`config.mk`:
```
export PLATFORM = sky130hd
export DESIGN_NAME = dice_roll_sched
export DESIGN_NICKNAME = d
export VERILOG_FILES = /design/src/rtl/dice_pkg.sv /design/src/rtl/dice_bcd_engine.sv /design/src/rtl/dice_roll_sched.sv
export SDC_FILE = /design/constraint.sdc
export NUM_CORES = 1
export LEC_CHECK = 0
export BUFFER_PORTS_ARGS = -buffer_cell sky130_fd_sc_hd__buf_2
export CAP_MARGIN = 20
export CORE_MARGIN = 2
export CORE_UTILIZATION = 55
export DETAILED_ROUTE_END_ITERATION = 12
export PLACE_DENSITY_LB_ADDON = 0.08
export SLEW_MARGIN = 5
export SYNTH_ARGS = -nofsm -noshare
export SYNTH_HDL_FRONTEND = slang
export SYNTH_HIERARCHICAL = 1
export SYNTH_SLANG_ARGS = --single-unit
```
`constraint.sdc`:
```
create_clock -name clk -period 5.93 [get_ports clk]
set_input_delay 0.2965 -clock clk [delete_from_list [all_inputs] [get_ports clk]]
set_output_delay 0.2965 -clock clk [all_outputs]
set_load 0.03 [all_outputs]
```
`src/rtl/dice_pkg.sv`:
```
// Shared die codes, FSM state encoding, register map and die-maximum lookup for the dice scheduler.
package dice_pkg;

  localparam logic [2:0] DieD4      = 3'd0;
  localparam logic [2:0] DieD6      = 3'd1;
  localparam logic [2:0] DieD8      = 3'd2;
  localparam logic [2:0] DieD10     = 3'd3;
  localparam logic [2:0] DieD12     = 3'd4;
  localparam logic [2:0] DieD20     = 3'd5;
  localparam logic [2:0] DieD100    = 3'd6;
  localparam logic [2:0] DieInvalid = 3'd7;

  localparam logic [7:0] AddrStatus  = 8'h00;
  localparam logic [7:0] AddrResult  = 8'h01;
  localparam logic [7:0] AddrCmd     = 8'h02;
  localparam logic [7:0] AddrRollCnt = 8'h03;

  typedef enum logic [1:0] {
    StIdle,
    StRollBtn,
    StRollI2c,
    StHold
  } state_e;

  // Highest face of each die as two BCD digits; d100 spans 00..99.
  function automatic logic [7:0] die_max(input logic [2:0] code);
    logic [7:0] n;
    case (code)
      DieD4:   n = 8'h04;
      DieD6:   n = 8'h06;
      DieD8:   n = 8'h08;
      DieD10:  n = 8'h10;
      DieD12:  n = 8'h12;
      DieD20:  n = 8'h20;
      DieD100: n = 8'h99;
      default: n = 8'h00;
    endcase
    return n;
  endfunction

endpackage

```
`src/rtl/dice_bcd_engine.sv`:
```
// Two-digit BCD roll counter: loads the die maximum, then decrements with wrap back to the maximum.
module dice_bcd_engine
  import dice_pkg::*;
(
  input  logic       clk,
  input  logic       rst_n,
  input  logic       load,
  input  logic       dec,
  input  logic [7:0] max,
  output logic [3:0] digit10,
  output logic [3:0] digit1
);

  logic [7:0] value_q, value_d;
  logic       at_wrap;

  // d100 counts 99..00, every other die counts N..1.
  assign at_wrap = (max == 8'h99) ? (value_q == 8'h00) : (value_q == 8'h01);

  always_comb begin
    value_d = value_q;
    if (load) begin
      value_d = max;
    end else if (dec) begin
      if (at_wrap) begin
        value_d = max;
      end else if (value_q[3:0] == 4'd0) begin
        value_d = {value_q[7:4] - 4'd1, 4'd9};
      end else begin
        value_d = {value_q[7:4], value_q[3:0] - 4'd1};
      end
    end
  end

  always_ff @(posedge clk or negedge rst_n) begin
    if (!rst_n) begin
      value_q <= 8'h00;
    end else begin
      value_q <= value_d;
    end
  end

  assign digit10 = value_q[7:4];
  assign digit1  = value_q[3:0];

endmodule

```
`src/rtl/dice_roll_sched.sv`:
```
// Arbitrates the BCD roll engine between die buttons and I2C, sequences rolls, exposes registers.
// Optional DICE_SCHED_ROLLCNT_EN adds a saturating completed-roll counter at address 0x03.
module dice_roll_sched
  import dice_pkg::*;
#(
  parameter int unsigned I2C_MIN_CYCLES = 16,
  parameter int unsigned SEED_W         = 8
) (
  input  logic       clk,
  input  logic       rst_n,
  input  logic [6:0] btn_req,
  input  logic       i2c_wen,
  input  logic [7:0] i2c_addr,
  input  logic [7:0] i2c_wdata,
  input  logic       i2c_rdata_used,
  output logic [7:0] i2c_rdata,
  output logic [3:0] digit10,
  output logic [3:0] digit1,
  output logic       busy,
  output logic       result_valid,
  output logic       roll_done
);

  localparam int unsigned RemW = $clog2(I2C_MIN_CYCLES + (2 ** SEED_W) + 1);

  state_e            state_q, state_d;
  logic [2:0]        die_q, die_d;
  logic              owner_q, owner_d;
  logic [RemW-1:0]   rem_q, rem_d;
  logic [SEED_W-1:0] seed_q;
  logic              done_q, done_d;
  logic              valid_q, valid_d;
  logic              reject_q, reject_d;
  logic              badcode_q, badcode_d;
  logic              reject_set, badcode_set, sticky_clr;
  logic              cmd_wr;
  logic              eng_load, eng_dec;
  logic [2:0]        btn_code;
  logic [7:0]        rollcnt;
  logic              unused_wdata;

  assign unused_wdata = ^i2c_wdata[7:3];
  assign cmd_wr       = i2c_wen && (i2c_addr == AddrCmd);
  assign sticky_clr   = i2c_rdata_used && (i2c_addr == AddrStatus);

  // Lowest set request bit selects the die.
  always_comb begin
    btn_code = DieD4;
    for (int i = 6; i >= 0; i--) begin
      if (btn_req[i]) btn_code = 3'(i);
    end
  end

  always_comb begin
    state_d     = state_q;
    die_d       = die_q;
    owner_d     = owner_q;
    rem_d       = rem_q;
    done_d      = 1'b0;
    valid_d     = valid_q;
    eng_load    = 1'b0;
    eng_dec     = 1'b0;
    reject_set  = 1'b0;
    badcode_set = 1'b0;
    unique case (state_q)
      StIdle, StHold: begin
        if (btn_req != 7'd0) begin
          state_d    = StRollBtn;
          die_d      = btn_code;
          owner_d    = 1'b0;
          valid_d    = 1'b0;
          eng_load   = 1'b1;
          reject_set = cmd_wr;
        end else if (cmd_wr) begin
          if (i2c_wdata[2:0] == DieInvalid) begin
            badcode_set = 1'b1;
          end else begin
            state_d  = StRollI2c;
            die_d    = i2c_wdata[2:0];
            owner_d  = 1'b1;
            valid_d  = 1'b0;
            eng_load = 1'b1;
            rem_d    = RemW'(I2C_MIN_CYCLES) + RemW'(seed_q);
          end
        end
      end
      StRollBtn: begin
        reject_set = cmd_wr;
        if (btn_req != 7'd0) begin
          eng_dec = 1'b1;
        end else begin
          state_d = StHold;
          done_d  = 1'b1;
          valid_d = 1'b1;
        end
      end
      StRollI2c: begin
        reject_set = cmd_wr;
        if (rem_q != '0) begin
          eng_dec = 1'b1;
          rem_d   = rem_q - RemW'(1);
        end
        if (rem_q <= RemW'(1)) begin
          state_d = StHold;
          done_d  = 1'b1;
          valid_d = 1'b1;
        end
      end
      default: state_d = StIdle;
    endcase
  end

  // A set event in the same cycle beats a read-clear.
  assign reject_d  = reject_set  ? 1'b1 : (sticky_clr ? 1'b0 : reject_q);
  assign badcode_d = badcode_set ? 1'b1 : (sticky_clr ? 1'b0 : badcode_q);

  always_ff @(posedge clk or negedge rst_n) begin
    if (!rst_n) begin
      state_q   <= StIdle;
      die_q     <= DieD4;
      owner_q   <= 1'b0;
      rem_q     <= '0;
      seed_q    <= '0;
      done_q    <= 1'b0;
      valid_q   <= 1'b0;
      reject_q  <= 1'b0;
      badcode_q <= 1'b0;
    end else begin
      state_q   <= state_d;
      die_q     <= die_d;
      owner_q   <= owner_d;
      rem_q     <= rem_d;
      seed_q    <= seed_q + SEED_W'(1);
      done_q    <= done_d;
      valid_q   <= valid_d;
      reject_q  <= reject_d;
      badcode_q <= badcode_d;
    end
  end

`ifdef DICE_SCHED_ROLLCNT_EN
  logic [7:0] rollcnt_q;

  always_ff @(posedge clk or negedge rst_n) begin
    if (!rst_n) begin
      rollcnt_q <= 8'd0;
    end else if (done_d && (rollcnt_q != 8'hff)) begin
      rollcnt_q <= rollcnt_q + 8'd1;
    end
  end

  assign rollcnt = rollcnt_q;
`else
  assign rollcnt = 8'd0;
`endif

  // Maximum follows die_d so the entry-cycle load sees the newly selected die.
  dice_bcd_engine u_engine (
    .clk     (clk),
    .rst_n   (rst_n),
    .load    (eng_load),
    .dec     (eng_dec),
    .max     (die_max(die_d)),
    .digit10 (digit10),
    .digit1  (digit1)
  );

  assign busy         = (state_q == StRollBtn) || (state_q == StRollI2c);
  assign result_valid = valid_q;
  assign roll_done    = done_q;

  always_comb begin
    i2c_rdata = 8'h00;
    case (i2c_addr)
      AddrStatus:  i2c_rdata = {die_q, badcode_q, reject_q, owner_q, valid_q, busy};
      AddrResult:  i2c_rdata = {digit10, digit1};
      AddrCmd:     i2c_rdata = {5'd0, die_q};
      AddrRollCnt: i2c_rdata = rollcnt;
      default:     i2c_rdata = 8'h00;
    endcase
  end

endmodule

```
# Yosys cells after proc, flatten, opt, wreduce, memory -nomap -nowiden
# Index checks and enable logic that the tools add are counted.
[word_totals]
register_bits = 35
inputBits = 27
elab_cells = 119
[classes]
n_addsub = 5
order_cmp = 1
n_eq_ne = 23
muxes = 57
n_reduce_logical = 22
[op_table]
columns = ["cell", "n"]
rows = [
  ["8-bit case mux with 7 select lines", 1],
  ["9-bit 2-to-1 mux", 4],
  ["3-bit 2-to-1 mux", 11],
  ["8-bit 2-to-1 mux", 4],
  ["1-bit 2-to-1 mux", 25],
  ["8-bit case mux with 3 select lines", 1],
  ["9-bit case mux with 2 select lines", 1],
  ["8-bit by 1-bit == test with 1-bit output, second input constant", 2],
  ["8-bit logical NOT", 2],
  ["2-bit != test, second input constant", 7],
  ["3-bit == test, second input constant", 4],
  ["2-bit 2-to-1 mux", 5],
  ["2-bit nonzero test", 5],
  ["5-bit by 8-bit adder with 9-bit output, first input constant", 1],
  ["9-bit by 1-bit less-or-equal comparator with 1-bit output, second input constant", 1],
  ["9-bit nonzero test", 1],
  ["9-bit by 1-bit subtractor with 9-bit output, second input constant", 1],
  ["8-bit by 1-bit adder with 8-bit output, second input constant", 1],
  ["8-bit by 2-bit == test with 1-bit output, second input constant", 1],
  ["8-bit == test, second input constant", 1],
  ["4-bit by 1-bit subtractor with 4-bit output, second input constant", 2],
  ["7-bit nonzero test", 1],
  ["3-bit by 2-bit == test with 1-bit output, second input constant", 2],
  ["3-bit != test, second input constant", 2],
  ["other kinds (17)", 22],
]

# Logic depth before layout (Yosys ltp)
[logic_depth]
ltp_word = 16
ltp_mapped = 13

# Hierarchy
# Netlist, hierarchy kept.
[by_module_without_submodules]
columns = ["module", "instances", "cells_each", "area_per_inst_um2"]
rows = [
  ["dice_roll_sched", 1, 203, 1788.0],
  ["dice_bcd_engine", 1, 69, 616.8],
]

# Worst setup path after synthesis
# OpenSTA, ideal clock, no wires.
[synth_path]
kind = "reg2reg"
start = "register state_q[0]"
end = "register u_engine.value_q[1]"
setup_ps = 124
arrival_ps = 2854
t_required_ps = 5806
setup_slack_ps = 2952
path_stages_with_launch = 14
path_buffers = 0
synth_period_minus_slack_ps = 2978
path_cell_list = "dfrtp_1 -> inv_1 -> ha_1 -> inv_1 -> a21o_1 -> o32a_1 -> o311ai_1 -> nand2b_1 -> o21ai_0 -> nand4bb_1 -> o21a_1 -> o21a_2 -> a21o_1 -> a211o_1"
[synth_between]
elab_chain_len = 10
[synth_rtl]
columns = ["item", "line", "rtl"]
rows = [
  ["from (decl)", "dice_roll_sched.sv:26", "state_e state_q, state_d;"],
  ["from (signal assigned)", "dice_roll_sched.sv:119", "state_q <= StIdle;"],
  ["from (signal assigned)", "dice_roll_sched.sv:129", "state_q <= state_d;"],
  ["2-bit == test or 2-bit logical NOT (tied branches)", "dice_roll_sched.sv:65", "unique case (state_q)"],
  ["2-bit OR reduction", "dice_roll_sched.sv:65", ""],
  ["3-bit 2-to-1 mux", "dice_roll_sched.sv:65", ""],
  ["3-bit == test, or another cell as far along", "dice_pkg.sv:28", "case (code)"],
  ["8-bit case mux with 7 select lines", "dice_pkg.sv:28", ""],
  ["8-bit == test", "dice_bcd_engine.sv:18", "assign at_wrap = (max == 8'h99) ? (value_q == 8'h00) : (value_q == 8'h01);"],
  ["1-bit 2-to-1 mux", "dice_bcd_engine.sv:18", ""],
  ["8-bit 2-to-1 mux", "dice_bcd_engine.sv:25", "if (at_wrap) begin"],
  ["8-bit 2-to-1 mux", "dice_bcd_engine.sv:24", "end else if (dec) begin"],
  ["8-bit 2-to-1 mux", "dice_bcd_engine.sv:22", "if (load) begin"],
  ["to (signal assigned)", "dice_bcd_engine.sv:39", "value_q <= value_d;"],
  ["to (decl)", "dice_bcd_engine.sv:14", "logic [7:0] value_q, value_d;"],
]
# Parallel ways exist; a longest one is shown, timed or not. The select of a mux whose other input is x is not followed.
# A chain may end at the register's enable or synchronous reset.

# Worst setup path in the final report
[layout_path]
start = "register state_q[1]"
end = "register u_engine.value_q[0]"
[layout_between]
elab_chain_len = 10
[layout_rtl]
columns = ["item", "line", "rtl"]
rows = [
  ["2-bit == test or 2-bit logical NOT (tied branches)", "dice_roll_sched.sv:65", ""],
  ["2-bit OR reduction *", "dice_roll_sched.sv:65", ""],
  ["3-bit 2-to-1 mux *", "dice_roll_sched.sv:65", ""],
  ["net die_d[1]", "dice_roll_sched.sv:27", "logic [2:0] die_q, die_d;"],
  ["3-bit == test, or another cell as far along", "dice_pkg.sv:28", ""],
  ["8-bit case mux with 7 select lines *", "dice_pkg.sv:28", ""],
  ["8-bit == test", "dice_bcd_engine.sv:18", ""],
  ["1-bit 2-to-1 mux", "dice_bcd_engine.sv:18", ""],
  ["8-bit 2-to-1 mux", "dice_bcd_engine.sv:25", ""],
  ["8-bit 2-to-1 mux", "dice_bcd_engine.sv:24", ""],
  ["8-bit 2-to-1 mux *", "dice_bcd_engine.sv:22", ""],
]
# Mark *: on every way through the listed nets, which the timed path passes. The rest lies on a longest branch. The select of a mux whose other input is x is not followed.

==> flow_summary.json <==
{
  "outcome": "finished clean",
  "drc": 0,
  "die_y_um": 70.1,
  "post_dp_cell_area_um2": 2640,
  "critPathArrivalTime_ns": 3.79,
  "synth_ff_type": "dfrtp_1",
  "power_density_nw_per_um2": 375,
  "antenna_found_initial": 0,
  "core-area_um2": 4290,
  "hold_viol": 0,
  "synthToLayoutAreaGrowth_pct": 13.5,
  "syn-instance-count": 272,
  "cts_tree": "done",
  "power_w": 0.00102,
  "cts_root_buffer": "clkbuf_8",
  "start_util": 0.560,
  "io_buffers": 40,
  "avgViaCountPerCell": 6.01,
  "drtIter0Drc": 211,
  "setup_viol": 0,
  "synthDistinctLibCells": 66,
  "design_area_um2": 2730,
  "postCtsHoldBufs": 0,
  "rsz0062_at_grt": "false",
  "skew_ns": 0.00941,
  "crit_required_ns": 6.10,
  "synth-seq-area-share": 0.364,
  "fin_crit_sh": 0.610,
  "slew_headroom": 0.403,
  "overflow": 0,
  "fin_crit_ns": 3.62,
  "cp-start-kind": "flip-flop",
  "yosysWarnings": 6,
  "num-fill-cells": 406,
  "tns_ns": 0,
  "layout_common_cells": "buf_2, dfrtp_1, nor2_1",
  "critPathCaptureType": "flip-flop",
  "postSynthAreaPerCell_um2": 8.84,
  "cts_post_setup_buffers_inserted": 0,
  "wl_per_cell_um": 14.9,
  "synth-edff-count": 0,
  "grt_max_degree": 36,
  "cts_max_level": 2,
  "clock_path_buffers": 2,
  "antenna_left": 0,
  "ir_drop_uv": 165,
  "max-cap-violations": 0,
  "syn_area_um2": 2400,
  "drive_gt1_frac": 0.220,
  "worst-path-max-fanout": 12,
  "tightest_slew_ns": 0.895,
  "synthTopCellsByArea": "dfrtp_1, nor2_1, a21oi_1",
  "dr.pass1.iters": 4,
  "ys_ff_latch": 35,
  "num_io_pins": 46,
  "hp-class": "primary input to asynchronous set/reset pin",
  "grt_pass1_wl_mm": 9.55,
  "hold_ws_ns": 0.0974,
  "wl_mm": 5.46,
  "ys_async_sr_fraction": 1.00,
  "final_cells": 365,
  "leakage_nw": 1.24,
  "slew_violations": 0,
  "dp_hpwl_mm": 4.01,
  "rows": 24,
  "insertion_delay_ns": 0.28,
  "diodes": 0,
  "nets": 346,
  "yosys.area.top_type": "dfrtp_1",
  "cts_sinks": 35,
  "grt_usage": 0.240,
  "grt_pass1_vias": 2066,
  "cts_resized": 0,
  "path_clk_slew_ns": 0.08,
  "die-area_um2": 4920,
  "synth_top_area_share": 0.364,
  "crit_type": "flip-flop to flip-flop",
  "gp_congestion": 0.829,
  "die_x_um": 70.1,
  "placed_cells_incl_taps": 356,
  "timing.fmax_mhz": 276,
  "vias": 2194,
  "final_common_cell": "buf_2",
  "cts_buffers": 5
}
Yosys cell counts (all sizes together), types with 4 or more instances:
cell     n
nand2   18
clkbuf   6
ha       7
and2     5
nor2    33
o21a     4
a21oi   18
inv     17
nand2b   4
nand3    5
nor4     6
nand4    5
mux2i    8
a211oi   4
o22ai    4
or2      4
xnor2    5
o21ai   16
o22a     7
nor3     8
or3      6
dfrtp   35
worst paths after layout:
check,to,from,slack [ns],depth (start not counted)
hold / removal,u_engine/value_q[0],rst_n,0.1,1
hold reg to reg,owner_q,owner_q,0.50,1
setup reg to reg,u_engine/value_q[0],state_q[1],2.31,11
max in group asynchronous,rem_q[8],rst_n,5.31,1
min in group clk,reject_q,i2c_rdata_used,0.43,4
setup / recovery,u_engine/value_q[0],state_q[1],2.31,11
cell families after synthesis:
logic type / after synthesis / synth area share
compound gates: 80 / 0.241
xor+xnor: 8 / 0.0291
fa+ha+maj: 7 / 0.0364
buf+inv: 26 / 0.0421
flops: 35 / 0.364
mux: 8 / 0.0333
other cells: 1 / 0.00156
simple gates: 107 / 0.252
final cells by class:
class	count	area, µm²	share of cell area
sequential	35	876	0.321
clock buffer	6	72.6	0.0266
timing repair buffer	41	208	0.0761
multi-input combinational	212	1430	0.525
tap	52	65.1	0.0238
clock inverter	2	12.5	0.00459
inverter	17	63.8	0.0234
state kept, by name (all words and copies together), names as in the netlist:
name              count
badcode_q             1
die_q                 3
owner_q               1
reject_q              1
rem_q                 9
result_valid          1
roll_done             1
seed_q                8
state_q               2
u_engine/value_q      8
per-layer routing:
metal	share of wire	global-route usage	wire length [µm]	up-vias
li1	-	-	-	1082
met4	0.012	0.0812	66	0
met2	0.49	0.406	2650	56
met5	0	0	0	-
met1	0.45	0.309	2470	1048
met3	0.049	0.0433	267	8
metrics by stage:
step	worst slack [ns]	util
finish	2.31	0.635
global route	2.07	0.635
global placement	2.37	0.614
floorplan	2.95	-
CTS	2.37	0.634
detailed placement	2.31	0.614
power by group:
part | leakage, nW | switching, W | internal, W
clock network | 0.0412 | 0.0000873 | 0.0000821
registers | 0.438 | 0.0000721 | 0.000284
logic | 0.757 | 0.000301 | 0.000195
worst max-delay path, cell delays in order (launching register included):
cell       delay [ns]
dfrtp_1          0.41
ha_1             0.52
inv_1            0.21
nor3_1           0.32
o32a_1           0.34
nand2b_1         0.07
o21ai_0          0.30
nand4bb_1        0.21
o21a_1           0.25
o21ai_0          0.37
nand2_1          0.17
a311o_1          0.34
(Power assumes the default switching activity.)
